[config.mk]
export PLATFORM = sky130hd
export DESIGN_NAME = pipeline_fetch_unit
export DESIGN_NICKNAME = d
export VERILOG_FILES = /design/src/rtl/pipeline_fetch_unit.sv
export SDC_FILE = /design/constraint.sdc
export NUM_CORES = 1
export LEC_CHECK = 0
export ABC_CLOCK_PERIOD_IN_PS = 3400
export CAP_MARGIN = 20
export CORE_MARGIN = 2
export CORE_UTILIZATION = 54
export CTS_CLUSTER_DIAMETER = 200
export DETAILED_ROUTE_END_ITERATION = 8
export PLACE_DENSITY = 0.81
export SYNTH_ARGS = -nofsm -noshare
export SYNTH_HDL_FRONTEND = slang
export SYNTH_SLANG_ARGS = --single-unit
export TNS_END_PERCENT = 100
[constraint.sdc]
create_clock -name clk -period 3.4 [get_ports clk]
set_input_delay 0.68 -clock clk [delete_from_list [all_inputs] [get_ports clk]]
set_output_delay 0.68 -clock clk [all_outputs]
set_load 0.02 [all_outputs]
[src/rtl/pipeline_fetch_unit.sv]
// Instruction-fetch front end. It owns the PC, issues requests to instruction
// memory, tracks responses that are still in flight, and buffers up to two
// returned instructions for the decode-stage latch.
//
// Handshakes: a transfer happens on a channel only in a cycle where valid and
// ready are both high. Once imem_req_valid is raised, it and imem_req_addr hold
// until the request is accepted. The one exception is a redirect, which
// withdraws the request.
//
// Occupancy: live (L), drop (D) and buffered (B) together never exceed two.
// This is the credit that stops the buffer from overflowing.
module pipeline_fetch_unit #(
  parameter int                 ADDR_W   = 24,
  parameter logic [ADDR_W-1:0]  RESET_PC = '0
) (
  input  logic              clk,
  input  logic              rst,
  input  logic              fetch_en,
  input  logic              redirect_en,
  input  logic [ADDR_W-1:0] redirect_pc,
  output logic              imem_req_valid,
  input  logic              imem_req_ready,
  output logic [ADDR_W-1:0] imem_req_addr,
  input  logic              imem_rsp_valid,
  input  logic [31:0]       imem_rsp_data,
  output logic              if_valid,
  output logic [31:0]       if_instr,
  output logic [ADDR_W-1:0] if_pc
);

  // Architectural and bookkeeping state.
  logic [ADDR_W-1:0] pc_q, pc_d;
  logic [ADDR_W-1:0] ifl0_q, ifl0_d;     // in-flight PC FIFO, entry 0 = head
  logic [ADDR_W-1:0] ifl1_q, ifl1_d;
  logic [1:0]        live_q, live_d;     // requests whose response we still want
  logic [1:0]        drop_q, drop_d;     // stale responses still to be discarded
  logic [31:0]       buf0_instr_q, buf0_instr_d;  // output buffer, entry 0 = head
  logic [ADDR_W-1:0] buf0_pc_q, buf0_pc_d;
  logic [31:0]       buf1_instr_q, buf1_instr_d;
  logic [ADDR_W-1:0] buf1_pc_q, buf1_pc_d;
  logic [1:0]        bcnt_q, bcnt_d;

  // Handshake and event decode.
  logic [2:0] occ;
  logic       req_valid;
  logic       accept;
  logic       consume;
  logic       rsp_drop;
  logic       rsp_take;
  logic [1:0] live_after_pop;
  logic [1:0] bcnt_after_pop;

  // Decode the credit, the handshakes and what this cycle's response does.
  always_comb begin
    occ       = {1'b0, live_q} + {1'b0, drop_q} + {1'b0, bcnt_q};
    req_valid = !rst && !redirect_en && (occ < 3'd2);
    accept    = req_valid && imem_req_ready;
    consume   = (bcnt_q != 2'd0) && fetch_en && !redirect_en;
    rsp_drop  = imem_rsp_valid && (drop_q != 2'd0);
    rsp_take  = imem_rsp_valid && (drop_q == 2'd0) && (live_q != 2'd0);
    live_after_pop = live_q - {1'b0, rsp_take};
    bcnt_after_pop = bcnt_q - {1'b0, consume};
  end

  // Next-state logic. A redirect takes priority over every other event.
  always_comb begin
    pc_d         = pc_q;
    ifl0_d       = ifl0_q;
    ifl1_d       = ifl1_q;
    live_d       = live_q;
    drop_d       = drop_q;
    buf0_instr_d = buf0_instr_q;
    buf0_pc_d    = buf0_pc_q;
    buf1_instr_d = buf1_instr_q;
    buf1_pc_d    = buf1_pc_q;
    bcnt_d       = bcnt_q;

    if (redirect_en) begin
      // Every request still outstanding becomes one to discard. A response
      // arriving in this same cycle retires one of them immediately.
      drop_d = live_q + drop_q - {1'b0, (imem_rsp_valid && ((live_q != 2'd0) || (drop_q != 2'd0)))};
      live_d = 2'd0;
      bcnt_d = 2'd0;
      pc_d   = redirect_pc & ~ADDR_W'(3);
    end else begin
      // In-flight FIFO: pop the head on a kept response, then append an accepted request.
      if (rsp_take) begin
        ifl0_d = ifl1_q;
      end
      if (accept) begin
        if (live_after_pop == 2'd0) begin
          ifl0_d = pc_q;
        end else begin
          ifl1_d = pc_q;
        end
        pc_d = pc_q + ADDR_W'(4);
      end
      live_d = live_after_pop + {1'b0, accept};
      drop_d = drop_q - {1'b0, rsp_drop};

      // Output buffer: pop the head on a consume, then append a kept response.
      if (consume) begin
        buf0_instr_d = buf1_instr_q;
        buf0_pc_d    = buf1_pc_q;
      end
      if (rsp_take) begin
        if (bcnt_after_pop == 2'd0) begin
          buf0_instr_d = imem_rsp_data;
          buf0_pc_d    = ifl0_q;
        end else begin
          buf1_instr_d = imem_rsp_data;
          buf1_pc_d    = ifl0_q;
        end
      end
      bcnt_d = bcnt_after_pop + {1'b0, rsp_take};
    end
  end

  // State registers with synchronous reset.
  always_ff @(posedge clk) begin
    if (rst) begin
      pc_q         <= RESET_PC;
      ifl0_q       <= '0;
      ifl1_q       <= '0;
      live_q       <= 2'd0;
      drop_q       <= 2'd0;
      buf0_instr_q <= 32'd0;
      buf0_pc_q    <= '0;
      buf1_instr_q <= 32'd0;
      buf1_pc_q    <= '0;
      bcnt_q       <= 2'd0;
    end else begin
      pc_q         <= pc_d;
      ifl0_q       <= ifl0_d;
      ifl1_q       <= ifl1_d;
      live_q       <= live_d;
      drop_q       <= drop_d;
      buf0_instr_q <= buf0_instr_d;
      buf0_pc_q    <= buf0_pc_d;
      buf1_instr_q <= buf1_instr_d;
      buf1_pc_q    <= buf1_pc_d;
      bcnt_q       <= bcnt_d;
    end
  end

  // Output drive.
  always_comb begin
    imem_req_valid = req_valid;
    imem_req_addr  = pc_q;
    if_valid       = (bcnt_q != 2'd0);
    if_instr       = buf0_instr_q;
    if_pc          = buf0_pc_q;
  end

endmodule

==> flow_summary.toml <==
[global_routing]
grt_max_degree = 130
antenna_found_initial = 0
grt_pass1_vias = 7173
grt_usage_pct = 25.4
grt_pass1_wl_um = 36300
grt.overflow.total = 0

[critical_path]
critPathLaunchType = "flop"
path_max_fanout = 6
cp_data_required_time_ns = 2.72
cp.arrival_ns = 2.52
path_class = "reg2out"
cp-end-kind = "output port"

[layout]
postLayoutCellArea_um2 = 10900
fill_cells = 1312
area_growth_pct = 24.9
final_cells = 1371
fin_nets = 1215
multi_input_area_um2 = 4480
seqCellArea_um2 = 3720
drive_above_1_share_pct = 9.97

[power]
static-leakage-power_uw = 0.00383
irDropWorstVdd_uv = 393
total_power_uw = 4720
power_density_nw_per_um2 = 431

[timing]
report.final.slew_viol_count = 0
fin_setup_tns_ns = 0
fin_worst_skew_ns = 0.00568
worstMarginPinSlew_ns = 0.852
min_period_ns = 3.20
relSlewSlack_pct = 43.2
finalHoldViolCount = 0
whs_ns = 0.450
fin_crit_sh_pct = 94.2
setup_viol = 0
max_freq_mhz = 312
rsz0062_at_grt = "false"

[floorplanning]
dieArea_um2 = 17200
die_h_um = 131
ios = 144
floorplan.initialDensity_pct = 55.1
fp-row-count = 46
core_area_um2 = 15900
die_x_um = 131

[hold_path]
hold_path.class = "reg2reg"

[logic_synthesis]
synth_cells = 1042
syn_avg_cell_area_um2 = 8.40
yosys_most_used_dff = "dfxtp_1"
ys_warn_count = 0
yosysUniqueCellTypes = 55
syn-cell-area_um2 = 8750
synth_edf_count = 0
synth_seq_cells = 186
async_reset_ff_share_pct = 0
ys_seq_area_share_pct = 42.6

[placed_design]
dp.cells = 1338
dp_hpwl_um = 14200
io_buffers = 139
gp_congestion = 0.855
placed_cell_area_um2 = 10400

[detailed_routing]
vias_per_cell = 5.75
drt-met1-wl_um = 10000
wl_per_cell_um = 16.2
drtIter0Drc = 566
top_layer = "met4"
vias = 7880
dr.pass1.iters = 5
ant_nets = 0
dr_wl_met3_um = 1470
routed_wl_um = 22200
met2_length_um = 10400
drc = 0

[clocking]
cts_root_buf = "clkbuf_16"
h-tree-depth = 4
cts_tree = "yes"
numCtsBuffers = 17
clockBufferDepth = 2
cts.sinks = 186
clk_latency_ns = 0.44
path_clk_slew_ns = 0.07

[flow_run]
max_cap_viol_count = 0

[run_status]
outcome = "complete, no violations"
-- state kept, by name (all words and copies together) (netlist names) --
signal         flops
buf1_instr_q      32
if_instr          32
buf1_pc_q         24
if_pc             24
ifl0_q            24
ifl1_q            22
imem_req_addr     22
bcnt_q             2
drop_q             2
live_q             2
-- report_power, final --
part | internal, µW | switching, µW
clock network | 1040 | 843
registers | 2230 | 71.6
logic | 239 | 293
total | 3510 | 1210
-- final cells by class --
| class | instances | share of cell area [%] |
|---|---|---|
| multi-input cells | 714 | 41.0 |
| inverters | 54 | 1.87 |
| clock inverters | 12 | 0.905 |
| well taps | 216 | 2.47 |
| repair buffers | 168 | 15.5 |
| diodes | 1 | 0.0229 |
| clock buffers | 20 | 4.18 |
| flip-flops and latches | 186 | 34.1 |
-- critical path, cell delays in order (launching register included) --
cell,delay [ns]
dfxtp_1,0.46
inv_1,0.10
fa_1,0.54
inv_1,0.04
ha_1,0.36
nor3_1,0.23
dlygate4sd2_1,0.36
-- synth_stat cells, drive strengths merged (5+ instances only) --
cell,instances,area [µm²]
mux2i,44,440
nand2,182,683
mux2,39,439
or3,23,144
a2bb2oi,18,158
a211oi,33,260
nor4,8,86.3
and2,5,31.3
inv,54,203
ha,11,138
clkbuf,63,236
xnor2,12,105
and4,5,43.8
and3,22,138
nand4,8,50.1
xor2,7,61.3
buf,26,165
a21oi,58,294
o21ai,21,105
o22ai,39,244
dfxtp,186,3720
nor3,25,125
or4,5,37.5
a311oi,9,78.8
nor2,51,191
nand3,49,245
-- worst paths after layout --
check | depth (start not counted) | slack, ns | start | to
hold / removal | 2 | 0.45 | buf1_pc_q[12] | buf1_pc_q[12]
hold reg to reg | 2 | 0.45 | buf1_pc_q[12] | buf1_pc_q[12]
setup reg to reg | 9 | 0.36 | live_q[1] | ifl0_q[8]
setup / recovery | 6 | 0.20 | live_q[1] | imem_req_valid
-- metrics by stage --
stage / setup WS [ns] / utilization, %
floorplan: 0.275 / -
global placement: 0.336 / 65.3
detailed placement: 0.279 / 65.3
CTS: 0.183 / 68.8
global route: 0.0900 / 68.8
finish: 0.198 / 68.8
-- layout by cell type, fill, tap and decap left out, drive strengths merged, types with 3 or more instances in the layout --
master,count
a2111oi,4
a211oi,33
a21oi,58
a2bb2oi,18
a311oi,9
and2,5
and3,22
and4,5
buf,30
clkbuf,20
clkdlybuf4s50,137
clkinv,7
clkinvlp,4
dfxtp,186
ha,11
inv,54
mux2,39
mux2i,44
nand2,182
nand3,49
nand4,8
nor2,51
nor2b,3
nor3,25
nor4,8
nor4b,4
o21ai,21
o22ai,39
o31ai,3
o41ai,3
or2,4
or3,23
or4,5
xnor2,12
xor2,7
-- cell families (layout without fill, tap and decap cells) --
| family | Yosys count | in the layout | synth area share (%) |
|---|---|---|---|
| compound gates | 197 | 197 | 14.8 |
| xor+xnor | 19 | 19 | 1.90 |
| fa+ha+maj | 12 | 12 | 1.80 |
| buf+inv | 143 | 254 | 6.91 |
| flops | 186 | 186 | 42.6 |
| mux | 83 | 83 | 10.1 |
| other cells | 1 | 3 | 0.0429 |
| simple gates | 401 | 401 | 22.0 |
-- routing by layer --
layer	vias up	GRT usage, %
met2	274	40.2
met4	0	7.37
met3	28	5.71
li1	3848	-
met1	3730	34.8
met5	-	0
-- what timing repair did --
item	in CTS	in global routing
hold buffers	0	0
resized for setup	1	0
setup buffers	0	0
endpoints found under the setup margin	1	0
(Power assumes the default switching activity.)
